File: src/rtl/seq_shifter_pkg.sv
// seq_shifter_pkg: shared widths, op codes and FSM state encodings for the sequential shifter
package seq_shifter_pkg;
    localparam int WIDTH = 16;
    localparam int CNT_W = 4;
    typedef enum logic [1:0] {
        OP_ROL = 2'b00,
        OP_SLL = 2'b01,
        OP_SRA = 2'b10,
        OP_SRL = 2'b11
    } op_e;
    typedef enum logic [1:0] {
        ST_IDLE = 2'b00,
        ST_RUN  = 2'b01,
        ST_DONE = 2'b10
    } state_e;
endpackage

File: src/rtl/seq_shifter_shift_stage.sv
// shift_stage: one combinational shift level (amt is 1, 2, 4 or 8) shared by all stages
module shift_stage
    import seq_shifter_pkg::*;
(
    input  logic [WIDTH-1:0] data,
    input  op_e              op,
    input  logic [CNT_W-1:0] amt,
    output logic [WIDTH-1:0] res
);
    logic [CNT_W:0]          rot_back;
    logic signed [WIDTH-1:0] sra;
    assign rot_back = (CNT_W+1)'(WIDTH) - {1'b0, amt};
    assign sra      = $signed(data) >>> amt;
    assign res = op == OP_ROL ? (data << amt) | (data >> rot_back)
               : op == OP_SLL ? data << amt
               : op == OP_SRA ? $unsigned(sra)
               : data >> amt;
endmodule

File: src/rtl/seq_shifter.sv
// seq_shifter: multi-cycle 16-bit shifter, one power-of-two level per clock; SEQ_SHIFTER_EARLY_DONE_EN skips trailing zero-count levels
module seq_shifter
    import seq_shifter_pkg::*;
(
    input  logic             clk,
    input  logic             rst,
    input  logic             in_valid,
    output logic             in_ready,
    input  logic [WIDTH-1:0] In,
    input  logic [CNT_W-1:0] Cnt,
    input  logic [1:0]       Op,
    output logic             out_valid,
    input  logic             out_ready,
    output logic [WIDTH-1:0] Out
);
    state_e           state_q;
    op_e              op_q;
    logic [CNT_W-1:0] cnt_q;
    logic [1:0]       stage_q;
    logic [WIDTH-1:0] acc_q, acc_d, shifted;
    logic [WIDTH-1:0] out_q;
    logic             in_ready_q, out_valid_q;
    logic [CNT_W-1:0] amt, rest;
    logic             last;

    shift_stage u_stage (
        .data (acc_q),
        .op   (op_q),
        .amt  (amt),
        .res  (shifted)
    );

    // Current level's shift amount, next accumulator and whether this level finishes the op
    always_comb begin
        amt   = CNT_W'(1) << stage_q;
        acc_d = cnt_q[stage_q] ? shifted : acc_q;
        rest  = (cnt_q >> stage_q) >> 1;
`ifdef SEQ_SHIFTER_EARLY_DONE_EN
        last  = rest == '0;
`else
        last  = stage_q == 2'd3;
`endif
    end

    // FSM: capture in IDLE, one level per cycle in RUN, hold result in DONE until taken
    always_ff @(posedge clk) begin
        if (rst) begin
            state_q     <= ST_IDLE;
            op_q        <= OP_ROL;
            cnt_q       <= '0;
            stage_q     <= '0;
            acc_q       <= '0;
            out_q       <= '0;
            in_ready_q  <= 1'b1;
            out_valid_q <= 1'b0;
        end else begin
            case (state_q)
                ST_IDLE: if (in_valid) begin
                    acc_q      <= In;
                    cnt_q      <= Cnt;
                    op_q       <= op_e'(Op);
                    stage_q    <= '0;
                    in_ready_q <= 1'b0;
                    state_q    <= ST_RUN;
                end
                ST_RUN: begin
                    acc_q   <= acc_d;
                    stage_q <= stage_q + 2'd1;
                    if (last) begin
                        out_q       <= acc_d;
                        out_valid_q <= 1'b1;
                        state_q     <= ST_DONE;
                    end
                end
                ST_DONE: if (out_ready) begin
                    out_valid_q <= 1'b0;
                    in_ready_q  <= 1'b1;
                    state_q     <= ST_IDLE;
                end
                default: state_q <= ST_IDLE;
            endcase
        end
    end

    assign in_ready  = in_ready_q;
    assign out_valid = out_valid_q;
    assign Out       = out_q;
endmodule

File: config.mk
export PLATFORM = sky130hd
export DESIGN_NAME = seq_shifter
export DESIGN_NICKNAME = d
export VERILOG_FILES = /design/src/rtl/seq_shifter_pkg.sv /design/src/rtl/seq_shifter_shift_stage.sv /design/src/rtl/seq_shifter.sv
export SDC_FILE = /design/constraint.sdc
export NUM_CORES = 1
export LEC_CHECK = 0
export BUFFER_PORTS_ARGS = -buffer_cell sky130_fd_sc_hd__buf_4
export CAP_MARGIN = 10
export CELL_PAD_IN_SITES_DETAIL_PLACEMENT = 1
export CELL_PAD_IN_SITES_GLOBAL_PLACEMENT = 2
export CORE_MARGIN = 4
export CORE_UTILIZATION = 32
export DETAILED_ROUTE_END_ITERATION = 8
export PLACE_DENSITY_LB_ADDON = 0.1
export RECOVER_POWER = 25
export REMOVE_ABC_BUFFERS = 1
export SYNTH_ARGS = -nofsm -noshare
export SYNTH_HDL_FRONTEND = slang
export SYNTH_SLANG_ARGS = --single-unit
File: constraint.sdc
create_clock -name clk -period 2.61 [get_ports clk]
set_input_delay 0.1305 -clock clk [delete_from_list [all_inputs] [get_ports clk]]
set_output_delay 0.1305 -clock clk [all_outputs]
set_load 0.01 [all_outputs]
==> results.py <==
metrics = {
    "critical_path": {
        "rrSetupSlack_ns": 0.13,
        "slowest_delay_ns": 0.49,
        "worstPathArrival_ns": 2.67,
        "crit_chain": "inv_1 -> ha_1 -> buf_12 -> mux2_2 -> mux4_2 -> a211oi_2 -> nor4_1 -> a221oi_2 -> nor2_1",
        "timing.critical_path.max_delay_family": "multiplexers",
        "crit_buf_inv": 2,
        "r2r-start": "stage_q[0]$_SDFFE_PP0P_",
        "crit_fanout": 15,
        "slowest_stage": "mux4_2",
        "criticalPathCategory": "reg -> reg",
        "cp-end-kind": "flip-flop",
        "cp-startpoint": "stage_q[0]$_SDFFE_PP0P_",
        "startpoint_type": "flip-flop",
        "required_ns": 2.79,
    },
    "synth": {
        "yosys_warnings": 0,
        "syn_area_per_cell_um2": 7.96,
        "ys_seq_area_share_pct": 21.6,
        "syn_area_um2": 4080,
        "async_flop_share_pct": 0,
        "synth_cell_types": 58,
        "syn_inst": 513,
        "synth_ff_type": "dfxtp_1",
        "synth-edff-count": 0,
        "synth-seq-cells": 44,
    },
    "die": {
        "die-area_um2": 14600,
        "die_w_um": 121,
        "ioPinCount": 44,
        "fp-row-count": 41,
        "core_um2": 12600,
        "start_util_pct": 32.5,
        "die_height_um": 121,
    },
    "job": {
        "max-cap-violations": 0,
    },
    "placement": {
        "gp_congestion": 0.919,
        "hpwl_um": 13000,
        "pre_cts_slack_ns": 0.0409,
        "numPortBuffers": 43,
    },
    "cts": {
        "clk_pin_slew_ns": 0.07,
        "clock_latency_ns": 0.30,
        "h-tree-depth": 2,
        "cts_made_buffers": 5,
        "numClockSinks": 44,
        "cts-hold-fix-buffers": 0,
        "cts.path.max_buffers": 2,
        "cts_tree": "done",
        "cts-root-buf": "clkbuf_16",
    },
    "timing": {
        "skew_ns": 0.00813,
        "hold_viol": 0,
        "fin_setup_tns_ns": 0,
        "min_period_ns": 2.48,
        "slew_headroom_pct": 60.3,
        "finalWorstSetupSlack_ns": 0.128,
        "fmax_mhz": 403,
        "timing.final.crit_share_pct": 95.1,
        "tightest_slew_ns": 0.595,
        "setup_viol": 0,
        "final_max_slew_viol_count": 0,
    },
    "routing": {
        "via_per_inst": 5.89,
        "routed_wl_um": 17200,
        "met2_length_um": 8400,
        "drtIter0Drc": 238,
        "m1WireLength_um": 7640,
        "vias": 4317,
        "top_layer_used": "met4",
        "dr_wl_met3_um": 740,
        "ant_nets": 0,
        "drc": 0,
        "dr.pass1.iters": 5,
        "wl_per_cell_um": 23.5,
    },
    "min_path": {
        "hold_path_class": "in -> reg",
        "worstHoldStart": "In[10]",
    },
    "cells_and_area": {
        "diodes": 0,
        "area_growth_pct": 19.7,
        "drive_above_1_share_pct": 25.1,
        "nNetsFinal": 593,
    },
    "global_routing": {
        "grt_antenna_before_repair": 0,
        "grt_max_degree": 34,
        "grt_pass1_wl_um": 26900,
        "gr-usage-all-layers_pct": 24.1,
        "grt_pass1_vias": 4537,
        "grt_overflow": 0,
    },
    "power_and_ir_drop": {
        "peakVddDrop_v": 0.000293,
        "cellLeakagePower_nw": 1.90,
        "p_per_area_nw_per_um2": 470,
    },
    "outcome": {
        "status": "finished, final reports clean",
    },
}
## area by class of cell
| type | instances | area (µm²) |
|---|---|---|
| Tap cell | 172 | 215 |
| Inverter | 12 | 48.8 |
| Sequential cell | 44 | 881 |
| Fill cell | 1534 | 7680 |
| Multi-Input combinational cell | 402 | 2880 |
| Clock buffer | 6 | 139 |
| Timing Repair Buffer | 95 | 686 |
| Clock inverter | 2 | 38.8 |
## cells by family after synthesis
logic type	after synthesis	share of synthesized area, %
AND/OR/NAND/NOR	182	21.6
AO/OA/AOI/OAI	149	23.0
buffers and inverters	67	8.55
multiplexers	64	23.1
flip-flops	44	21.6
adder cells (fa/ha/maj)	7	2.14
## cell usage after synthesis, drive strengths merged (2+ instances only)
master   instances  share of area (%)
a22oi            8                1.5
nand2b           9                1.4
o21ai           30                3.7
nand2           63                5.8
o22ai           11                1.7
a31oi           12                1.8
nor3b            2               0.37
or2              4               0.61
a32oi            2               0.43
a211oi           6                1.2
buf             24                4.4
nand4            3               0.46
ha               7                2.1
o221a            2               0.55
nand3b           3               0.55
inv             12                1.1
or3              6                1.0
or3b             3               0.64
nor2b            9                1.4
o32ai            5                1.1
clkbuf          31                3.0
o211ai           4               0.74
dfxtp           44                 22
and3             7                1.1
nor3             9                1.1
nand3           17                2.1
a2bb2oi          2               0.43
a221oi           3               0.80
o221ai           7                1.5
or4              3               0.55
mux4            22                 12
nor2            37                3.4
a21oi           50                6.1
mux2            11                3.2
nor4             6               0.92
mux2i           31                7.7
## flip-flops by register name, summed over array words and instances, names as in the netlist
| name | count |
|---|---|
| Out | 16 |
| acc_q | 16 |
| cnt_q | 4 |
| in_ready | 1 |
| op_q | 2 |
| out_valid | 1 |
| stage_q | 2 |
| state_q | 2 |
## per-stage QoR
stage	hold WS (ns)	total power, mW	std cells	area (µm²)	util (%)
6_report	0.0535	2.30	733	4890	38.9
5_1_grt	0.0741	2.41	733	4890	38.9
4_1_cts	0.0504	2.31	732	4900	39.0
3_5_place_dp	0.368	1.52	724	4720	37.5
3_3_place_gp	0.360	1.51	724	4720	37.5
2_1_floorplan	0.200	1.21	458	3780	-
## what timing repair did
| action | in CTS | in global routing |
|---|---|---|
| buffers inserted | 0 | 1 |
| endpoints found under the setup margin | 1 | 17 |
| resized for setup | 1 | 9 |
## routing by layer
layer  vias to the layer above  global-route usage (%)
li1                       2007                       -
met1                      2167                    32.5
met2                       118                    40.0
met3                        25                    3.26
met4                         0                    7.51
met5                         -                       0
## worst paths after layout
check,endpoint,cells past startpoint
setup / recovery,acc_q[10]$_SDFFE_PP0P_,9
hold / removal,acc_q[10]$_SDFFE_PP0P_,3
setup reg to reg,acc_q[10]$_SDFFE_PP0P_,9
hold reg to reg,cnt_q[1]$_SDFFE_PP0P_,2
## tightest hold or removal path, cell delays in order
cell and delay, ns:
buf_4 0.08, a221oi_2 0.04, nor2_1 0.07
## power breakdown
part | switching (mW) | total (mW) | leakage [nW] | internal [mW]
clock network | 0.291 | 0.771 | 0.0871 | 0.480
registers | 0.0645 | 0.767 | 0.359 | 0.702
logic | 0.419 | 0.761 | 1.45 | 0.342
## cells in the final DEF, fill, tap and decap left out, drive strengths merged, types with 5 or more instances in the layout
master / n
mux2: 11
nand3: 17
o32ai: 5
ha: 7
nand2: 63
nor3: 9
nor2b: 9
or3: 6
a211oi: 6
a22oi: 8
o21ai: 30
a21oi: 50
inv: 11
mux2i: 31
o22ai: 11
nor2: 37
nor4: 6
buf: 80
a31oi: 12
dfxtp: 44
mux4: 22
and3: 7
o221ai: 7
clkbuf: 21
nand2b: 9
No activity file was read; power rests on OpenSTA's default activity.
